### src/rtl/sigmoid_sched.sv
// Round-robin scheduler sharing one fixed-latency sigmoid unit among several requesters.
// Results are buffered in a credit-protected FIFO so output backpressure never stalls the unit.
module sigmoid_sched #(
  parameter int unsigned NumReq   = 4,
  parameter int unsigned SigLat   = 1,
  parameter int unsigned OutDepth = 4,
  parameter int unsigned IdW      = $clog2(NumReq)
) (
  input  logic                clk_i,
  input  logic                reset_ni,
  input  logic [NumReq-1:0]   req_valid_i,
  output logic [NumReq-1:0]   req_ready_o,
  input  logic [32*NumReq-1:0] req_data_i,
  input  logic [NumReq-1:0]   req_bypass_i,
  output logic [31:0]         sig_data_in_o,
  output logic                sig_bypass_o,
  input  logic [31:0]         sig_data_out_i,
  output logic                rsp_valid_o,
  input  logic                rsp_ready_i,
  output logic [31:0]         rsp_data_o,
  output logic [IdW-1:0]      rsp_id_o,
  output logic                busy_o
);

  localparam int unsigned PtrW = (OutDepth > 1) ? $clog2(OutDepth) : 1;
  localparam int unsigned CntW = $clog2(OutDepth + 1);

  logic [IdW-1:0]             rr_ptr_q, rr_ptr_d;
  logic [SigLat-1:0]          vld_q, vld_d;
  logic [SigLat-1:0][IdW-1:0] id_q, id_d;
  logic [31:0]                mem_data_q [OutDepth];
  logic [IdW-1:0]             mem_id_q [OutDepth];
  logic [PtrW-1:0]            wr_ptr_q, wr_ptr_d, rd_ptr_q, rd_ptr_d;
  logic [CntW-1:0]            fifo_cnt_q, fifo_cnt_d;

  logic           gnt, credit_ok, push, pop;
  logic [IdW-1:0] gnt_idx;
  int unsigned    inflight_cnt;

  function automatic logic [PtrW-1:0] ptr_inc(input logic [PtrW-1:0] p);
    return (32'(p) == OutDepth - 1) ? '0 : p + 1'b1;
  endfunction

  // Credit uses registered counts only, so rsp_ready never reaches req_ready.
  always_comb begin
    int unsigned    idx;
    logic [IdW-1:0] cand;
    idx          = 0;
    cand         = '0;
    gnt          = 1'b0;
    gnt_idx      = '0;
    inflight_cnt = 0;
    for (int unsigned i = 0; i < SigLat; i++) inflight_cnt += 32'(vld_q[i]);
    credit_ok = (32'(fifo_cnt_q) + inflight_cnt) < OutDepth;
    for (int unsigned k = 0; k < NumReq; k++) begin
      idx = 32'(rr_ptr_q) + k;
      if (idx >= NumReq) idx -= NumReq;
      cand = IdW'(idx);
      if (!gnt && req_valid_i[cand]) begin
        gnt     = 1'b1;
        gnt_idx = cand;
      end
    end
    gnt = gnt && credit_ok && reset_ni;
  end

  always_comb begin
    req_ready_o   = '0;
    sig_data_in_o = '0;
    sig_bypass_o  = 1'b0;
    for (int unsigned i = 0; i < NumReq; i++) begin
      if (gnt && gnt_idx == IdW'(i)) begin
        req_ready_o[i] = 1'b1;
        sig_data_in_o  = req_data_i[32*i +: 32];
        sig_bypass_o   = req_bypass_i[i];
      end
    end
  end

  always_comb begin
    rr_ptr_d = rr_ptr_q;
    if (gnt) rr_ptr_d = (32'(gnt_idx) == NumReq - 1) ? '0 : gnt_idx + 1'b1;
    vld_d    = '0;
    id_d     = '0;
    vld_d[0] = gnt;
    id_d[0]  = gnt_idx;
    for (int unsigned i = 1; i < SigLat; i++) begin
      vld_d[i] = vld_q[i-1];
      id_d[i]  = id_q[i-1];
    end
  end

  assign push = vld_q[SigLat-1];
  assign pop  = rsp_valid_o && rsp_ready_i;

  always_comb begin
    wr_ptr_d   = push ? ptr_inc(wr_ptr_q) : wr_ptr_q;
    rd_ptr_d   = pop ? ptr_inc(rd_ptr_q) : rd_ptr_q;
    fifo_cnt_d = fifo_cnt_q;
    if (push && !pop)      fifo_cnt_d = fifo_cnt_q + 1'b1;
    else if (!push && pop) fifo_cnt_d = fifo_cnt_q - 1'b1;
  end

  always_ff @(posedge clk_i or negedge reset_ni) begin
    if (!reset_ni) begin
      rr_ptr_q   <= '0;
      vld_q      <= '0;
      id_q       <= '0;
      wr_ptr_q   <= '0;
      rd_ptr_q   <= '0;
      fifo_cnt_q <= '0;
    end else begin
      rr_ptr_q   <= rr_ptr_d;
      vld_q      <= vld_d;
      id_q       <= id_d;
      wr_ptr_q   <= wr_ptr_d;
      rd_ptr_q   <= rd_ptr_d;
      fifo_cnt_q <= fifo_cnt_d;
    end
  end

  // Storage needs no reset: the head is masked whenever the FIFO is empty.
  always_ff @(posedge clk_i) begin
    if (push) begin
      mem_data_q[wr_ptr_q] <= sig_data_out_i;
      mem_id_q[wr_ptr_q]   <= id_q[SigLat-1];
    end
  end

  assign rsp_valid_o = (fifo_cnt_q != '0);
  assign rsp_data_o  = rsp_valid_o ? mem_data_q[rd_ptr_q] : '0;
  assign rsp_id_o    = rsp_valid_o ? mem_id_q[rd_ptr_q] : '0;
  assign busy_o      = (|vld_q) || rsp_valid_o;

  full_push_a: assert property (@(posedge clk_i) disable iff (!reset_ni)
    !(push && 32'(fifo_cnt_q) == OutDepth));

endmodule
### config.mk
export PLATFORM = sky130hd
export DESIGN_NAME = sigmoid_sched
export DESIGN_NICKNAME = d
export VERILOG_FILES = /design/src/rtl/sigmoid_sched.sv
export SDC_FILE = /design/constraint.sdc
export NUM_CORES = 1
export LEC_CHECK = 0
export ABC_AREA = 1
export CAP_MARGIN = 15
export CORE_AREA = 3 3 130 132
export DETAILED_ROUTE_END_ITERATION = 10
export DIE_AREA = 0 0 133 135
export PLACE_DENSITY_LB_ADDON = 0.15
export SYNTH_ARGS = -nofsm -noshare
export SYNTH_HDL_FRONTEND = slang
export SYNTH_SLANG_ARGS = --single-unit
### constraint.sdc
create_clock -name clk_i -period 11.2 [get_ports clk_i]
set_input_delay 3.36 -clock clk_i [delete_from_list [all_inputs] [get_ports clk_i]]
set_output_delay 3.36 -clock clk_i [all_outputs]
set_load 0.005 [all_outputs]
# == Word level (Yosys, flattened, before mapping) ==
# Memory sizes are Yosys's and may differ from the RTL's.
# Index checks and enable logic that the tools add are counted.
# word_totals
reg_bits,12
mem_bits_rw,136
inputBits,171
out_inout_bits,73
mem_count,2
# mem_list
memory,words,word_bits,rd,rd_clocked_by_memory_dff,wr,line_no,text
mem_data_q,4,32,1,0,1,31,logic [31:0] mem_data_q [OutDepth];
mem_id_q,4,2,1,0,1,32,logic [IdW-1:0] mem_id_q [OutDepth];
# op_classes
addsub,13
order_cmp,9
n_eq_ne,5
muxes,41
reduce_logical,21
# ops
cell,count
two-way mux 32 bit,5
two-way mux 2 bit,12
two-way mux 1 bit,18
logical AND 1 bit,12
less-than comparator 2 x 3 -> 1 bit (second input constant),4
>= comparator 3 bit (second input constant),3
binary-select mux 1 bit (select 2 bit),4
equality test 2 bit (second input constant),4
subtractor 2 x 1 -> 2 bit (second input constant),4
adder 2 x 1 -> 2 bit (second input constant),3
adder 2 x 2 -> 3 bit (second input constant),2
two-way mux 3 bit,2
logical NOT 1 bit,5
adder 3 x 1 -> 4 bit,1
less-than comparator 4 x 3 -> 1 bit (second input constant),1
adder 2 x 1 -> 3 bit (second input constant),1
adder 3 x 1 -> 3 bit (second input constant),1
>= comparator 2 x 3 -> 1 bit (second input constant),1
nonzero test 3 bit,1
subtractor 3 x 1 -> 3 bit (second input constant),1
equality test 2 x 1 -> 1 bit (second input constant),1
logical NOT 2 bit,1
nonzero test 2 bit,1
logical OR 1 bit,1

# == Depth between registers and ports, before layout ==
# logic_depth
word_depth,21
depth_mapped,21

# == Worst setup path before layout ==
# No wires, ideal clock.
# synth_timing
path_type,input port to output port
from,input port req_valid_i[3]
to,output port sig_bypass_o
arrival_time_ns,5.396
path_slack_ns,2.444
stages,15
path_buffers,2
path_cell_list,inv_1 -> nand2_1 -> nand3_2 -> nand2_2 -> nor2_8 -> nand2_1 -> or2_1 -> o21ai_1 -> ha_1 -> clkbuf_1 -> buf_1 -> nand4_1 -> nand3_1 -> nand2_1 -> nand2_1
# synth_between
elab_chain_len,19
# synth_rtl
element,line_no,text
start: declaration,11,"input logic [NumReq-1:0] req_valid_i,"
binary-select mux 1 bit (select 2 bit),59,if (!gnt && req_valid_i[cand]) begin
two-way mux 1 bit (not written as such),59,
two-way mux 1 bit,59,
logical NOT 1 bit,59,
logical AND 1 bit,59,
two-way mux 1 bit,59,
logical NOT 1 bit,59,
logical AND 1 bit,59,
two-way mux 1 bit,59,
logical NOT 1 bit,59,
logical AND 1 bit,59,
two-way mux 1 bit,59,
logical AND 1 bit (2 in a row),64,gnt = gnt && credit_ok && reset_ni;
logical AND 1 bit,72,if (gnt && gnt_idx == IdW'(i)) begin
two-way mux 1 bit (3 in a row),72,
two-way mux 1 bit *,72,
end: declaration,16,"output logic sig_bypass_o,"
# Every way passes the cells marked *; elsewhere a longest branch is shown, timed or not. The select of a mux whose other input is x is not followed.

# == Final worst setup path ==
# layout_timing
from,input port req_valid_i[3]
to,output port sig_data_in_o[26]
# layout_rtl
element,line_no,text
binary-select mux 1 bit (select 2 bit),59,
two-way mux 1 bit (not written as such),59,
two-way mux 1 bit,59,
logical NOT 1 bit,59,
logical AND 1 bit,59,
two-way mux 1 bit,59,
logical NOT 1 bit,59,
logical AND 1 bit,59,
two-way mux 1 bit,59,
logical NOT 1 bit,59,
logical AND 1 bit,59,
two-way mux 2 bit *,59,
net gnt_idx[1],37,logic [IdW-1:0] gnt_idx;
logical NOT 2 bit,72,
logical AND 1 bit,72,
two-way mux 32 bit (3 in a row),72,
two-way mux 32 bit *,72,
end: declaration,15,"output logic [31:0] sig_data_in_o,"
# Mark *: on every way through the listed nets, which the timed path passes. The rest lies on a longest branch. The select of a mux whose other input is x is not followed.

==> summary.txt <==
Flow run
  • Max Cap Viol: 0

GRT
  • GRT overflow: 0
  • First-pass GRT wire length: roughly 36000 microns
  • Vias in the first global route: 7239
  • Initial antenna violation count: 0
  • Total GRT Usage: about a quarter
  • Pin count of the biggest net entering global routing: 77

Die
  • Die Ht: between 100 and 150 microns
  • Num ports: 244
  • Die W: between 100 and 150 microns
  • Site Rows: 46
  • Starting Density: between 50 and 60%
  • Die area: 18000 sq um
  • CORE AREA: roughly 16000 sq um

Power and ir drop
  • Pleak: 4.66 nW
  • Peak supply drop: 0.226 mV
  • Cell Pwr Density: about 280 nW/um^2

Yosys
  • Syn Area/Cell: 8.50 sq um
  • Distinct cell type count of the synthesized netlist: 33
  • Syn nets: approximately 1100
  • Post-Synthesis Cells: 967
  • Post-Syn Area: 8220 sq um
  • Yosys warnings: 0
  • Yosys reg bits: roughly 150
  • Register area share after synthesis: 53.3%

STA
  • Least-Margin Pin Slew: about 1.1 ns
  • Fin. max-slew vios: 0
  • Unrepaired setup endpoints after global routing: false
  • Setup TNS: 0 ns
  • Worst rel slew slack: around a quarter
  • Final Hold Viols: 0
  • # setup viols final: 0
  • Hold_ws: 0.516 ns
  • Max Clk Rate: 99.2 MHz
  • Minimum clock period: roughly 10 ns
  • Clock skew: 0.00822 ns
  • Tcrit/Tclk final: between 80% and 90%

Placement
  • GPL Wtd Cong: 0.842
  • DP Wirelength: 15300 microns
  • # port buffers: 243

Detailed routing
  • Antenna Nets Post-Route: 0
  • WL met2: about 12000 microns
  • Met3 routed WL: ~1700 microns
  • Drt via density: around 5.3
  • 1st-iter DRT viols: 720
  • Pre-Repair DR Iteration Count: 7
  • Met1 WL: slightly below 9000 microns
  • DR WL/cell: ~16 microns
  • DRC: 0
  • Top Layer Used: met4
  • Wirelength, routed: around 23000 microns
  • Routed vias: between 7000 and 8000

Worst setup path
  • Worst Setup End Kind: primary output
  • Data required, critical path: just under 8 ns
  • Critical path startpoint: req_valid_i[3]
  • Crit path max fanout: 34
  • Crit path launch type: input port
  • Data arrival time of the critical path: around 6.7 ns
  • CP Class: in2out
  • Worst r2r src: fifo_cnt_q[1]

Worst hold path
  • Hold/Removal Path Class: reg2reg
  • Hold Path Origin: id_q[0]

Clock tree
  • Post_cts resized: 0
  • CTS tree: yes
  • Clock Sinks: between 100 and 150
  • Maximum clock insertion buffer count: 2
  • Post-cts hold buffer count: 0
  • Postcts setup bufs: 0
  • Worst-Skew Late Latency: around 0.41 ns
  • CTS H-tree lvls: 4
  • Root buffer cell: clkbuf_16
  • Cts bufs inserted: 17
  • Reg clk slew, reported paths: approximately 0.060 ns

Cells and area
  • Most frequent cells in the layout: 243 x clkdlybuf4s50_1, 175 x nor2_1, 164 x nand2_1, 136 x edfxtp_1, 110 x inv_1
  • Multi-input logic area: approximately 3000 sq um
  • FF/Latch Area: about 4400 sq um
  • # diodes: 0
  • Fillers: between 1000 and 1500
  • Commonest non-fill, non-tap cell in the layout: clkdlybuf4s50_1
  • Area Growth Syn to Fin: 36.9%
  • Share of cells above drive strength 1: under 10%
  • Final #Nets: approximately 1400

Run status
  • Status: finished, final reports clean
-- sequential cells by signal, summed over array words and instances (netlist names) --
register    flops
fifo_cnt_q      3
id_q            2
mem_data_q    128
mem_id_q        8
push            1
rd_ptr_q        2
rr_ptr_q        2
wr_ptr_q        2
-- metal layers --
metal  vias up  global-route usage [%]
li1       3651                       -
met5         -                       0
met4         0                    8.08
met1      3406                    29.4
met3        34                    6.30
met2       298                    44.9
-- power breakdown --
group	leakage, nW	total (mW)	switching (mW)	internal, mW
clock network	0.272	0.536	0.224	0.312
registers	1.37	0.759	0.0445	0.714
logic	3.01	1.85	1.07	0.780
-- cell families (layout without fill, tap and decap cells) --
family          count (synthesis)  count (layout)  synth area share (%)
mux                             1               1                 0.137
simple gates                  494             494                  27.3
buf+inv                       198             416                  10.3
xor+xnor                        2               2                 0.213
fa+ha+maj                      11              11                  1.77
flops                         148             148                  53.3
compound gates                113             113                  6.91
-- synthesized netlist by cell type (all sizes together) --
| cell | number | share of area [%] |
|---|---|---|
| nor2 | 176 | 8.2 |
| nand2 | 170 | 8.0 |
| edfxtp | 136 | 50 |
| inv | 124 | 5.7 |
| nand4 | 100 | 7.6 |
| o21ai | 73 | 4.4 |
| nand3 | 44 | 3.2 |
| a21oi | 39 | 2.4 |
| clkbuf | 39 | 1.8 |
| buf | 34 | 2.8 |
| dfrtp | 12 | 3.7 |
| ha | 10 | 1.5 |
| or2 | 2 | 0.15 |
| and2 | 1 | 0.076 |
| clkinv | 1 | 0.046 |
| fa | 1 | 0.24 |
| mux2 | 1 | 0.14 |
| nor3 | 1 | 0.061 |
| o21a | 1 | 0.091 |
| xnor2 | 1 | 0.11 |
| xor2 | 1 | 0.11 |
-- final timing paths --
kind	to	cells past startpoint	slack, ns
max reg2reg	fifo_cnt_q[2]	9	8.24
min in group asynchronous	rr_ptr_q[1]	2	3.26
max in group asynchronous	rd_ptr_q[0]	2	7.76
max	sig_data_in_o[26]	17	1.12
min reg2reg	mem_id_q[0][0]	0	0.52
min	mem_id_q[0][0]	0	0.52
-- stage by stage --
stage / power (mW) / util, % / worst slack [ns] / area (sq um) / cells
after floorplan: 1.87 / - / 2.44 / 8220 / 967
after global placement: 2.57 / 67.5 / 1.15 / 10700 / 1369
after CTS: 3.16 / 71.1 / 1.08 / 11300 / 1401
after detailed placement: 2.61 / 67.5 / 1.10 / 10700 / 1369
after global routing: 3.39 / 71.1 / 0.752 / 11300 / 1401
final: 3.14 / 71.1 / 1.12 / 11300 / 1401
-- critical path, stage by stage --
cell and delay [ns]:
clkdlybuf4s50_1 0.41, inv_1 0.06, nand2_1 0.08, nand3_2 0.12
nand2_2 0.10, nor2_8 0.14, nand2_1 0.09, or2_1 0.22
nand3_1 0.07, o21ai_1 0.12, inv_2 0.10, ha_1 0.19
nand3_4 0.34, inv_2 0.58, nand2_1 0.11, nand2_1 0.10
clkdlybuf4s50_1 0.50
-- cell type report --
class	instances	share of cell area [%]
flip-flops and latches	148	39.0
multi-input cells	621	26.6
repair buffers	259	22.8
inverters	125	4.19
clock buffers	18	3.81
well taps	216	2.40
clock inverters	14	1.26
(Power assumes the default switching activity.)
